===== config.mk =====
export PLATFORM = sky130hd
export DESIGN_NAME = logic_axi4_stream_fifo_reader_flat
export DESIGN_NICKNAME = d
export VERILOG_FILES = /design/src/rtl/logic_axi4_stream_fifo_reader_pkg.sv /design/src/rtl/logic_axi4_stream_if.sv /design/src/rtl/logic_axi4_stream_fifo_reader_buffer.sv /design/src/rtl/logic_axi4_stream_fifo_reader.sv /design/src/flat_wrapper.sv
export SDC_FILE = /design/constraint.sdc
export NUM_CORES = 1
export LEC_CHECK = 0
export CAP_MARGIN = 20
export CORE_MARGIN = 4
export CORE_UTILIZATION = 49
export DETAILED_ROUTE_END_ITERATION = 10
export HOLD_SLACK_MARGIN = 0.15
export PLACE_DENSITY = 0.76
export SYNTH_ARGS = -nofsm -noshare
export SYNTH_HDL_FRONTEND = slang
export SYNTH_SLANG_ARGS = --single-unit

===== constraint.sdc =====
create_clock -name aclk -period 1.7 [get_ports aclk]
set_input_delay 0.34 -clock aclk [delete_from_list [all_inputs] [get_ports aclk]]
set_output_delay 0.34 -clock aclk [all_outputs]
set_load 0.005 [all_outputs]

===== src/rtl/logic_axi4_stream_fifo_reader_pkg.sv =====
// Shared constants and pointer helper for the legacy-FIFO to AXI4-Stream reader.
package logic_axi4_stream_fifo_reader_pkg;

  localparam int BUFFER_DEPTH = 3;
  localparam int LEVEL_WIDTH  = 2;
  localparam int DATA_WIDTH   = 8;

  typedef logic [LEVEL_WIDTH-1:0] ptr_t;

  // Circular pointer advance over the three buffer slots.
  function automatic ptr_t ptr_next(input ptr_t ptr);
    ptr_t nxt;
    if (ptr == ptr_t'(BUFFER_DEPTH - 1)) begin
      nxt = 2'd0;
    end else begin
      nxt = ptr + 2'd1;
    end
    return nxt;
  endfunction

endpackage


===== src/rtl/logic_axi4_stream_if.sv =====
// AXI4-Stream handshake bundle with a packed payload.
interface logic_axi4_stream_if #(
  parameter int W = 8
);
  logic         tvalid;
  logic         tready;
  logic [W-1:0] tdata;

  modport tx (output tvalid, output tdata, input tready);
  modport rx (input tvalid, input tdata, output tready);
endinterface


===== src/rtl/logic_axi4_stream_fifo_reader_buffer.sv =====
// Three-entry circular output buffer; head entry is presented from registers.
module logic_axi4_stream_fifo_reader_buffer
  import logic_axi4_stream_fifo_reader_pkg::*;
#(
  parameter int W = DATA_WIDTH
) (
  input  logic                   aclk,
  input  logic                   areset,
  input  logic                   push,
  input  logic [W-1:0]           push_data,
  input  logic                   pop,
  output logic [W-1:0]           pop_data,
  output logic [LEVEL_WIDTH-1:0] count
);

  logic [W-1:0] mem [BUFFER_DEPTH];
  ptr_t         head;
  ptr_t         tail;

  // Storage is intentionally not reset; only occupancy qualifies it.
  always_ff @(posedge aclk) begin
    if (push) begin
      mem[tail] <= push_data;
    end
  end

  always_ff @(posedge aclk or posedge areset) begin
    if (areset) begin
      head  <= 2'd0;
      tail  <= 2'd0;
      count <= 2'd0;
    end else begin
      if (push) begin
        tail <= ptr_next(tail);
      end
      if (pop) begin
        head <= ptr_next(head);
      end
      case ({push, pop})
        2'b10:   count <= count + 2'd1;
        2'b01:   count <= count - 2'd1;
        default: count <= count;
      endcase
    end
  end

  assign pop_data = mem[head];

endmodule


===== src/rtl/logic_axi4_stream_fifo_reader.sv =====
// Reads a legacy-mode (1-cycle read latency) FIFO and re-presents its words as an
// AXI4-Stream; rdreq is throttled by occupancy only, never by tready.
module logic_axi4_stream_fifo_reader
  import logic_axi4_stream_fifo_reader_pkg::*;
(
  input  logic                   aclk,
  input  logic                   areset,
  input  logic                   fifo_empty,
  input  logic [DATA_WIDTH-1:0]  fifo_q,
  output logic                   fifo_rdreq,
  logic_axi4_stream_if.tx        tx,
  output logic [LEVEL_WIDTH-1:0] level
);

  logic                   pending;
  logic [LEVEL_WIDTH-1:0] count;
  logic                   valid;
  logic                   pop;
  logic [DATA_WIDTH-1:0]  head_data;

  always_ff @(posedge aclk or posedge areset) begin
    if (areset) begin
      pending <= 1'b0;
    end else begin
      pending <= fifo_rdreq;
    end
  end

  // Reserve a slot for the in-flight word so a push never lands on a full buffer.
  always_comb begin
    fifo_rdreq = 1'b0;
    if (!areset && !fifo_empty &&
        (({1'b0, count} + {2'b00, pending}) <= 3'd2)) begin
      fifo_rdreq = 1'b1;
    end else begin
      fifo_rdreq = 1'b0;
    end
  end

  assign valid = (count != 2'd0);
  assign pop   = valid && tx.tready;

  logic_axi4_stream_fifo_reader_buffer #(.W(DATA_WIDTH)) u_buffer (
    .aclk      (aclk),
    .areset    (areset),
    .push      (pending),
    .push_data (fifo_q),
    .pop       (pop),
    .pop_data  (head_data),
    .count     (count)
  );

  assign tx.tvalid = valid;
  assign tx.tdata  = head_data;
  assign level     = count;

endmodule


===== src/flat_wrapper.sv =====
// flat-port wrapper written by rule: the top's interface ports become plain ports
module logic_axi4_stream_fifo_reader_flat import logic_axi4_stream_fifo_reader_pkg::*;
  (aclk, areset, fifo_empty, fifo_q, fifo_rdreq, level, tx_tvalid, tx_tdata, tx_tready);
  logic_axi4_stream_if #(.W(DATA_WIDTH)) tx_i ();
  input  logic aclk;
  input  logic areset;
  input  logic fifo_empty;
  input  logic [DATA_WIDTH-1:0] fifo_q;
  output logic fifo_rdreq;
  output logic [LEVEL_WIDTH-1:0] level;
  output wire logic [$bits(tx_i.tvalid)-1:0] tx_tvalid;
  output wire logic [$bits(tx_i.tdata)-1:0] tx_tdata;
  input wire logic [$bits(tx_i.tready)-1:0] tx_tready;
  assign tx_tvalid = tx_i.tvalid;
  assign tx_tdata = tx_i.tdata;
  assign tx_i.tready = tx_tready;
  logic_axi4_stream_fifo_reader u_core (.aclk(aclk), .areset(areset), .fifo_empty(fifo_empty), .fifo_q(fifo_q), .fifo_rdreq(fifo_rdreq), .tx(tx_i), .level(level));
endmodule

## Yosys cells after proc, flatten, opt, wreduce, memory -nomap -nowiden

Memories as Yosys holds them, arrays and structs flattened.
Index checks and enable logic that the tools add are counted.

| cells by class | value |
|---|---|
| add/sub/neg operators | 5 |
| order comparisons | 1 |
| equality and inequality tests | 4 |
| mux-type cells | 6 |
| reductions and logical operators | 7 |

Operators by type and width:

| kind | number |
|---|---|
| $add 2x1->2 const B | 3 |
| $eq 2x2->1 const B | 3 |
| $mux 2 | 2 |
| $pmux 2 s2 | 1 |
| $reduce_bool 2->1 | 2 |
| $add 2x1->3 | 1 |
| $le 3x2->1 const B | 1 |
| $logic_and 1x1->1 | 3 |
| $mux 1 | 3 |
| $eq 2x1->1 const B | 1 |
| $logic_not 1->1 | 2 |
| $sub 2x1->2 const B | 1 |

| word-level totals | value |
|---|---|
| bits in registers | 7 |
| bits in writable memories | 24 |
| input port bits | 12 |
| output and inout bits | 12 |
| word-level logic and storage cells | 28 |
| memories | 1 |

Memory list:

| name | depth | width | read ports | clocked after memory_dff | wr ports | RTL line | source |
|---|---|---|---|---|---|---|---|
| u_core.u_buffer.mem | 3 | 8 | 1 | 0 | 1 | logic_axi4_stream_fifo_reader_buffer.sv:16 | `logic [W-1:0] mem [BUFFER_DEPTH];` |

## Logic depth before layout (Yosys ltp)

| depth | value |
|---|---|
| depth in word-level cells | 4 |
| depth in mapped cells | 6 |
| gate-level depth less buffers | 6 |

## By module

Synthesis repeated with hierarchy kept, for this count alone.

| second synthesis, totals | value |
|---|---|
| cell total of the unflattened synthesis | 87 |
| area, all modules | 1270.0 um^2 |

By module, submodules not included:

| module | times used | cells an instance | area each (um^2) | seq. area each (um^2) |
|---|---|---|---|---|
| logic_axi4_stream_fifo_reader_buffer | 1 | 75 | 1159.9 | 870.8 |
| logic_axi4_stream_fifo_reader | 1 | 12 | 110.1 | 25.0 |

## Worst setup path after synthesis

OpenSTA, ideal clock, no wires.

| timing path | value |
|---|---|
| kind | reg-to-output |
| start | register u_core.u_buffer.count[0] |
| end | output port fifo_rdreq |
| arrival | 1182 ps |
| data required time | 1360 ps |
| path slack | 178 ps |
| cell stages (with the launch flop) | 6 |
| buffers on the path | 0 |
| path through | dfrtp_1 -> ha_1 -> inv_1 -> ha_1 -> a21oi_1 -> nor3_1 |

| between the ends | value |
|---|---|
| longest elaborated chain between the ends | 4 |

Ends and longest elaborated chain:

| item | RTL line | source |
|---|---|---|
| start, declared | logic_axi4_stream_fifo_reader_buffer.sv:13 | `output logic [LEVEL_WIDTH-1:0] count` |
| start signal, assigned | logic_axi4_stream_fifo_reader_buffer.sv:40 | `2'b10: count <= count + 2'd1;` |
| start signal, assigned | logic_axi4_stream_fifo_reader_buffer.sv:41 | `2'b01: count <= count - 2'd1;` |
| start signal, assigned | logic_axi4_stream_fifo_reader_buffer.sv:42 | `default: count <= count;` |
| $add 2x1->3 | logic_axi4_stream_fifo_reader.sv:33 | `(({1'b0, count} + {2'b00, pending}) <= 3'd2)) begin` |
| $le 3x2->1 | logic_axi4_stream_fifo_reader.sv:33 |  |
| $logic_and 1x1->1 | logic_axi4_stream_fifo_reader.sv:32 | `if (!areset && !fifo_empty &&` |
| $mux 1 | logic_axi4_stream_fifo_reader.sv:32 |  |
| end, declared | flat_wrapper.sv:9 | `output logic fifo_rdreq;` |

No other way between the ends.

## Worst setup path in the final report

Ends and elaborated chain as after synthesis.

==> results.tsv <==
stage	metric	value	unit
final_layout	share of cells above drive strength 1	32.8	%
placed_design	dpl hpwl	1550	um
critical_path	Worst path top cell family by delay	adder cells	
sta	maximum operating frequency	0.547	GHz
clocking	clock transition at the registers of the reported paths	0.09	ns
critical_path	CP Capture Type	output port	
drt	DR pass1 iterations	4	
sta	Period minus WS final	1.83	ns
final_layout	final antenna diode count	0	
clocking	H-tree Lvls	2	
critical_path	most frequent CP cell	ha_4	
critical_path	Startpoint Class	register	
critical_path	CP peak stage delay	0.40	ns
critical_path	Critical Path AT	1.49	ns
status	failing checks	negative setup slack	
global_routing	initial antenna violation count	0	
synthesis	Mapped Area	1250	um^2
placed_design	Buffers on Ports	23	
power	Tot Pwr	2560	uW
sta	number of setup violations in the final report	3	
sta	clk_skew	0.00622	ns
power	switching share of power	30.6	%
sta	RSZ-0062 raised after global routing	true	
global_routing	vias in the first global route	843	
drt	wire per inst	12.9	um
synthesis	EDFF count, synth	24	
clocking	clock latency on the worst-skew pair	0.31	ns
synthesis	ys async rst share	22.6	%
synthesis	count leader, synth	edfxtp_1	
min_path	Hold Path Class	in -> async	
synthesis	Top FF cell, synth	edfxtp_1	
floorplan	die area	3430	um^2
status	status	complete, but fails checks	
drt	antenna-violating nets left	0	
synthesis	synth unique cells	16	
drt	Starting DRT DRC Count	38	
synthesis	synthesized net count	104	
sta	worst setup margin	-0.128	ns
final_layout	Nets	152	
clocking	clock buffer count from CTS	5	
global_routing	first-pass GRT wire length	3760	um
global_routing	gr ovfl total	0	
floorplan	row count	18	
sta	endpoints failing hold	0	
placed_design	pre-CTS WS	-0.311	ns
power	Comb pwr share	43.2	%
critical_path	WP buf/inv	2	
synthesis	cell count after synthesis	88	
sta	slew at the pin closest to its max-slew limit	0.345	ns
global_routing	pin count of the biggest net entering global routing	11	
floorplan	die height	58.6	um
synthesis	register area share after synthesis	71.4	%
drt	DRC violations left	0	
final_layout	Area growth syn-to-layout	38.2	%
sta	Rel. slew slack	76.9	%
synthesis	FF+latch count, synth	31	
critical_path	CP max FO	2	
global_routing	Total GRT Usage	15.2	%
drt	via total after detailed routing	816	
placed_design	placer congestion estimate	0.708	
drt	final wirelength	2150	um
final_layout	fill cell count	188	
power	clock share of power	16.5	%
critical_path	CP cell instances	ha_4 -> inv_4 -> ha_4 -> a21oi_2 -> nor3_2 -> buf_2	
floorplan	# IOs	24	
floorplan	chip width	58.6	um
power	Net Sw Power	783	uW
clocking	Max Root-Sink Buffers	2	
synthesis	most instantiated cells after synthesis	edfxtp_1, nand2_1, o21ai_0	
critical_path	CP required	1.36	ns
floorplan	core box area	2450	um^2
synthesis	synthesized area per cell	14.3	um^2
synthesis	largest cells by area after synthesis	edfxtp_1, dfrtp_1, mux2i_1, ha_1, o21ai_0	
drt	Avg Vias per Cell	4.89	
clocking	CTS sink cnt	31	
power	Pleak	0.000711	uW
clocking	CTS tree	yes	
floorplan	initial core utilization	51.1	%
power	Pwr per Cell Area	1470	nW/um^2
clocking	CTS Root Cell	clkbuf_4	
synthesis	top-area cell type share of the netlist area	57.4	%
critical_path	worst setup path class	reg -> out	
synthesis	Synth area leader	edfxtp_1	
power	VDD IR-drop max	0.966	mV
synthesis	Synth warnings	0	
sta	Final period util	108	%
critical_path	crit path max-delay cell type	dfrtp_1	
power	Internal Power	1770	uW
power	sequential share of power	40.4	%
sta	Final Max Tran Viols	0	
run	Max Cap Violations	0	
## final cells by class
type	count	area (um^2)	share of cell area, %
flip-flops and latches	31	896	51.7
multi-input cells	49	373	21.5
repair buffers	44	348	20.1
clock buffers	7	55.1	3.17
well taps	30	37.5	2.16
inverters	5	21.3	1.23
clock inverters	1	3.75	0.216
## cells by family after synthesis
kind of cell	synth area share, %
DFF	71.4
and+or+nand+nor	6.48
AOI/OAI and AO/OA	6.48
xor gates and xnor gates	2.09
adders and majority gates	3.99
buffers and inverters	3.19
muxes	6.38
## path summary, 6_finish.rpt
path / start / end / slack [ns] / cells past startpoint
worst min register to register: u_core.u_buffer.tail[1]$_DFFE_PP0P_ / u_core.u_buffer.tail[1]$_DFFE_PP0P_ / 0.53 / 1
worst max register to register: u_core.u_buffer.count[1]$_DFFE_PP0P_ / u_core.pending$_DFF_PP0_ / -0.01 / 10
worst min-delay path: areset / u_core.pending$_DFF_PP0_ / 0.30 / 2
worst max-delay path: u_core.u_buffer.count[0]$_DFFE_PP0P_ / fifo_rdreq / -0.13 / 6
min in group aclk: u_core.u_buffer.tail[1]$_DFFE_PP0P_ / u_core.u_buffer.tail[1]$_DFFE_PP0P_ / 0.53 / 1
max in group asynchronous: areset / u_core.u_buffer.tail[0]$_DFFE_PP0P_ / 1.19 / 2
## layout by cell type, fill, tap and decap left out, types with 4 or more instances in the layout
cell,n
buf_4,19
mux2i_1,8
nand2_1,12
inv_1,4
clkdlybuf4s50_1,12
dfrtp_1,7
clkbuf_4,5
buf_2,7
edfxtp_1,24
o21ai_1,7
## power groups by stage
| stage | clock, uW | combinational, uW | sequential (uW) |
|---|---|---|---|
| floorplan | 0 | 478 | 1050 |
| global placement | 0 | 1000 | 1030 |
| CTS | 437 | 1120 | 1030 |
| finish | 421 | 1100 | 1030 |
| global route | 468 | 1230 | 1050 |
| detailed placement | 0 | 1030 | 1040 |
## flip-flops by register name (all words and copies together), names as in the netlist
signal and count:
u_core.u_buffer.tail 2, u_core.pending 1, u_core.u_buffer.head 2, u_core.u_buffer.count 2, u_core.u_buffer.mem 24
## timing repair
item | 4_1_cts | 5_1_grt
setup buffers | 5 | 2
cloned | 0 | 0
hold buffers | 0 | 0
gates resized for setup | 45 | 11
endpoints found under the setup margin | 10 | 10
pin swaps | 6 | 10
## routing by layer
layer	track usage, %	up-vias	share of wire, %
li1	-	411	-
met1	16.9	388	38
met2	27.0	15	57
met3	5.48	2	4.2
met4	4.85	0	0.56
met5	0	-	0
## stage by stage
step	util [%]	area [um^2]	hold WS, ns	instances	TNS [ns]
global route	70.6	1730	0.308	167	-0.431
CTS	71.4	1750	0.300	165	-0.295
global placement	65.4	1610	0.508	152	-0.246
finish	70.6	1730	0.300	167	-0.191
floorplan	-	1250	0.143	88	0
detailed placement	65.4	1610	0.517	152	-0.321
Note: power is estimated with default switching activity, not from simulation.
==> edit 1: new RTL, same flow settings <==
The package constant `BUFFER_DEPTH` goes from 3 to 2.
--- a/src/rtl/logic_axi4_stream_fifo_reader_pkg.sv
+++ b/src/rtl/logic_axi4_stream_fifo_reader_pkg.sv
@@ -1,7 +1,7 @@
 // Shared constants and pointer helper for the legacy-FIFO to AXI4-Stream reader.
 package logic_axi4_stream_fifo_reader_pkg;
 
-  localparam int BUFFER_DEPTH = 3;
+  localparam int BUFFER_DEPTH = 2;
   localparam int LEVEL_WIDTH  = 2;
   localparam int DATA_WIDTH   = 8;
 
Behaviour: not the same (Yosys sat finds a counterexample within 10 cycles, from zero or initial values and one cycle with areset high).
==> edit 1 against the unedited design <==
- the run still ends with setup timing left
- count of clock-buffer cells in the layout is 3 lower
- die area is 28% lower
- worst hold slack worse by 0.0013 ns
- sequential cell count is 10 lower
- worst setup slack worse by 0.020 ns
- power is 23% lower
- wire length is 28% lower
- first-iteration DRC count is 87% lower
- design area is 25% lower
- highest routed layer unchanged
- synthesized area is 32% lower
==> edit 1: results (changes against the unedited design) <==
Status
  – Status: finished, violations left
  – Failing checks: setup timing

Global route
  – GR Util met3: 3.31% (-2.2 points)
  – Grt met1 use: 16.1% (-0.77 points)
  – Largest net degree at the start of global routing: 12 (+1)
  – Number of global-route vias before repair: 567 (-33%)
  – Total GRT Usage: 14.4% (-0.75 points)
  – Met2 usage: 25.6% (-1.4 points)
  – First-pass GRT wire length: 2.62 mm (-30%)

Yosys
  – Netlist cell types: 14 (-2)
  – Post-Synth Adder-Cell Area: 5.86% (+1.9 points)
  – Mapped Cells: 51 (-42%)
  – Mux contribution to synthesized area: 10.5% (+4.2 points)
  – Commonest cells in the netlist: edfxtp_1 (16), mux2_2 (8), dfrtp_1 (5)
  – EDFF count, synth: 16 (-33%)
  – Syn_nets: 67 (-36%)
  – Compound-gate portion of the synthesized area: 0.586% (-5.9 points)
  – Part of the Yosys area used for sequential elements: 70.9% (-0.52 points)
  – Async SR Flop Fraction: 23.8% (+1.2 points)
  – Ranking of synthesized cells by area: edfxtp_1 (56%), dfrtp_1 (15%), mux2_2 (11%)
  – XOR/XNOR share of the synthesized area: 5.12% (+3.0 points)

Detailed routing
  – Top layer in use: met4
  – Post-DR wirelength/cell: 14.6 um (+13%)
  – TritonRoute pass-1 iters: 2 (-2)
  – Starting DRT DRC Count: 5 (-87%)
  – Routed WL: 1.54 mm (-28%)
  – Met2 Routed Length: 835 um (-32%)
  – Met3 wire length: 69 um (-24%)
  – Via-to-Cell Ratio: 4.97 (+1.7%)
  – Wire length on met1: 603 um (-26%)

Power
  – Seq. pwr: 0.000728 W (-29%)
  – Clock-net power: 0.000225 W (-47%)
  – Total leakage power: 0.509 nW (-28%)
  – Int Pwr: 0.00140 W (-21%)
  – Tot Pwr: 0.00196 W (-23%)
  – Worst vdd ir: 1110 uV (+15%)

Critical path
  – CP Data Arrival Time: 1.51 ns (+0.02 ns)
  – Largest delay contributor family on the critical path: adder cells
  – Worst stage delay on the critical path: 0.42 ns (+0.02 ns)
  – R2R Path Start: u_core.u_buffer.count[0]
  – Slowest-stage cell, CP: dfrtp_1

Timing
  – Setup WS post-layout: -0.148 ns (-0.0201 ns)
  – Setup_tns: -0.151 ns (+0.0391 ns)
  – Slew HR: 74.1% (-2.8 points)
  – Finish-stage setup viols: 2 (-1)
  – Final Skew: 0.000997 ns (-0.00523 ns)

Clock network
  – H-tree levels: 1 (-1)
  – Num CTS Buffers: 3 (-2)
  – Clock latency on the worst-skew pair: 0.29 ns (-0.02 ns)

Finish
  – Biggest regs: u_core.u_buffer.mem: 16 flops, u_core.u_buffer.count: 2 flops
  – Filler cells: 86 (-54%)
  – Number of antenna diodes: 0 (unchanged)
  – Layout cells sized above 1: 47.8% (+15 points)
  – Fin area: 1290 sq um (-25%)
  – Layout Nets: 107 (-30%)

Placed design
  – Routability cong.: 0.740 (+4.6%)
  – DP Area: 1150 sq um (-28%)
  – Final HPWL DP: 1.05 mm (-32%)
  – Placed insts: 96 (-37%)
  – Dpl ws: -0.325 ns (-0.0138 ns)
-- edit 1: kinds of logic after synthesis --
group           Yosys count
compound gates            1
xor+xnor                  5
fa+ha+maj                 4
buf+inv                   5
flops                    21
mux                       8
simple gates              7
-- edit 1: layout make-up --
type | count | share of cell area [%]
clock buffer | 4 | 2.03
inverter | 4 | 1.16
multi-input combinational | 25 | 22.4
sequential | 21 | 47.0
tap | 16 | 1.55
timing repair buffer | 36 | 25.9
-- edit 1: worst paths after layout --
path                                       endpoint  slack (ns)  depth (start not counted)
setup / recovery                         fifo_rdreq       -0.15                          6
hold / removal                       u_core.pending        0.30                          2
setup reg to reg           u_core.u_buffer.count[1]        0.06                          7
hold reg to reg             u_core.u_buffer.tail[0]        0.50                          1
max in group asynchronous   u_core.u_buffer.head[0]        1.21                          2
min in group aclk           u_core.u_buffer.tail[0]        0.50                          1
-- edit 1: repair_timing --
item | 4_1_cts | 5_1_grt
setup buffers | 5 | 1
setup endpoints to repair | 10 | 12
resized for setup | 48 | 10
pin swaps | 4 | 3
==> edit 2: new RTL, config.mk and constraints unchanged <==
Made on the original files. Register the output `level`, with the module's reset; this adds one clock of latency there. The other outputs are not delayed to match.
--- a/src/rtl/logic_axi4_stream_fifo_reader.sv
+++ b/src/rtl/logic_axi4_stream_fifo_reader.sv
@@ -52,7 +52,13 @@
 
   assign tx.tvalid = valid;
   assign tx.tdata  = head_data;
-  assign level     = count;
+  always_ff @(posedge aclk or posedge areset) begin
+    if (areset) begin
+      level <= '0;
+    end else begin
+      level <= count;
+    end
+  end
 
 endmodule
 
Check against the original RTL: not equivalent (a bounded check fails within 4 cycles, from zero or initial values and one cycle with areset high).
==> edit 2 against the unedited design <==
- the run still ends with setup timing left
- sequential cell count up 2
- wire length up 16%
- fmax down 2.7%
- global-route usage up 1.7 points
- power up 1.7%
- design area down 0.14%
- synthesized area up 4.0%
- clock power down 8.8%
- largest cell class unchanged
- worst setup slack worse by 0.050 ns
- register-to-register slack better by 0.12 ns
- critical endpoint unchanged
==> edit 2: results (changes against the unedited design) <==
Critical path
  – R2r endpoint: u_core.u_buffer.count[1]
  – R2r setup slk: 0.11 ns (+0.12 ns)
  – Worst stage delay on the critical path: 0.43 ns (+0.03 ns)
  – CP Data Arrival Time: 1.54 ns (+0.05 ns)
  – Worst r2r path cells: 6 (-4)

Timing
  – Slew HR: 76.7% (-0.23 points)
  – Final Skew: 0.0173 ns (+0.0111 ns)
  – Final Hold Slack: 0.317 ns (+0.0172 ns)
  – Finish-stage setup viols: 2 (-1)
  – Setup WS post-layout: -0.178 ns (-0.0504 ns)

Global route
  – First-pass GRT wire length: 4.08 mm (+8.6%)
  – Total GRT Usage: 16.9% (+1.7 points)
  – Number of global-route vias before repair: 934 (+11%)

Detailed routing
  – Wire length on met1: 880 um (+7.7%)
  – Met2 Routed Length: 1.37 mm (+12%)
  – Post-DR wirelength/cell: 15.3 um (+19%)
  – Starting DRT DRC Count: 11 (-71%)
  – Vias: 829 (+1.6%)

Yosys
  – Part of the Yosys area used for sequential elements: 72.5% (+1.1 points)
  – Ranking of synthesized cells by area: edfxtp_1 (55%), dfrtp_1 (17%), mux2i_1 (6.1%)
  – EDFF count, synth: 24 (unchanged)
  – Commonest cells in the netlist: edfxtp_1 (24), nand2_1 (12), dfrtp_1 (9), o21ai_0 (9), mux2i_1 (8)
  – Syn_nets: 106 (+1.9%)
  – Async SR Flop Fraction: 27.3% (+4.7 points)

Finish
  – Filler cells: 198 (+5.3%)
  – Layout cells sized above 1: 28.8% (-4.1 points)
  – Layout Nets: 148 (-2.6%)

Power
  – Worst vdd ir: 1280 uV (+33%)
  – Total leakage power: 0.697 nW (-2.0%)
  – Clock-net power: 0.000384 W (-8.8%)
  – Sequential power share: 43.6% (+3.2 points)

Placed design
  – Final HPWL DP: 1.74 mm (+12%)
  – Dpl ws: -0.317 ns (-0.00608 ns)
  – Routability cong.: 0.684 (-3.3%)

Status
  – Failing checks: setup timing
  – Status: finished, violations left

Clock network
  – H-tree levels: 2 (unchanged)
  – Post-CTS Resized: 52 (+16%)
  – Clock latency on the worst-skew pair: 0.33 ns (+0.02 ns)

Worst hold path
  – Worst min path class: in2async

Floorplanning
  – Total die area: 3550 sq um (+3.4%)
edit 2: changes by cell type in the layout (fill, tap and decap cells not counted), sizes merged:
cell | unedited run | this run
buf | 28 | 24
clkbuf | 9 | 6
dfrtp | 7 | 9
dlygate4sd2 | 2 | 0
clkdlybuf4s15 | 0 | 1
clkdlybuf4s50 | 12 | 13
edit 2: cells by family after synthesis:
group | after synthesis | share of synthesized area [%]
flip-flops | 33 | 72.5
AND/OR/NAND/NOR | 20 | 6.23
AO/OA/AOI/OAI | 14 | 6.23
buffers and inverters | 8 | 3.07
multiplexers | 8 | 6.14
adder cells (fa/ha/maj) | 4 | 3.84
XOR/XNOR | 3 | 2.01
edit 2: layout make-up:
type / count / area share (%)
tap: 30 / 2.17
clock inverter: 1 / 0.217
clock buffer: 6 / 2.38
sequential: 33 / 54.6
multi-input combinational: 49 / 21.5
inverter: 5 / 1.23
timing repair buffer: 38 / 17.8
edit 2: through the flow:
stage	instances	setup TNS (ns)	power (W)	cell area, sq um
after global routing	162	-0.523	0.00277	1730
after CTS	162	-0.367	0.00258	1740
final	162	-0.237	0.00260	1730
after global placement	153	-0.241	0.00210	1650
after floorplan	90	0	0.00161	1310
after detailed placement	153	-0.338	0.00215	1650
edit 2: worst max-delay path by stage:
stage                                      endpoint  slack, ns  depth (start not counted)
after floorplan           u_core.u_buffer.mem[0][0]       0.18                          2
after global placement                   fifo_rdreq      -0.24                          6
after detailed placement                 fifo_rdreq      -0.32                          6
after CTS                                fifo_rdreq      -0.30                          6
after global routing                     fifo_rdreq      -0.29                          6
final                                    fifo_rdreq      -0.18                          6
edit 2: metal layers:
layer / up-vias / global-route usage [%]
met5: - / 0
met4: 0 / 8.86
met3: 7 / 6.75
met2: 21 / 30.0
met1: 400 / 16.8
li1: 401 / -
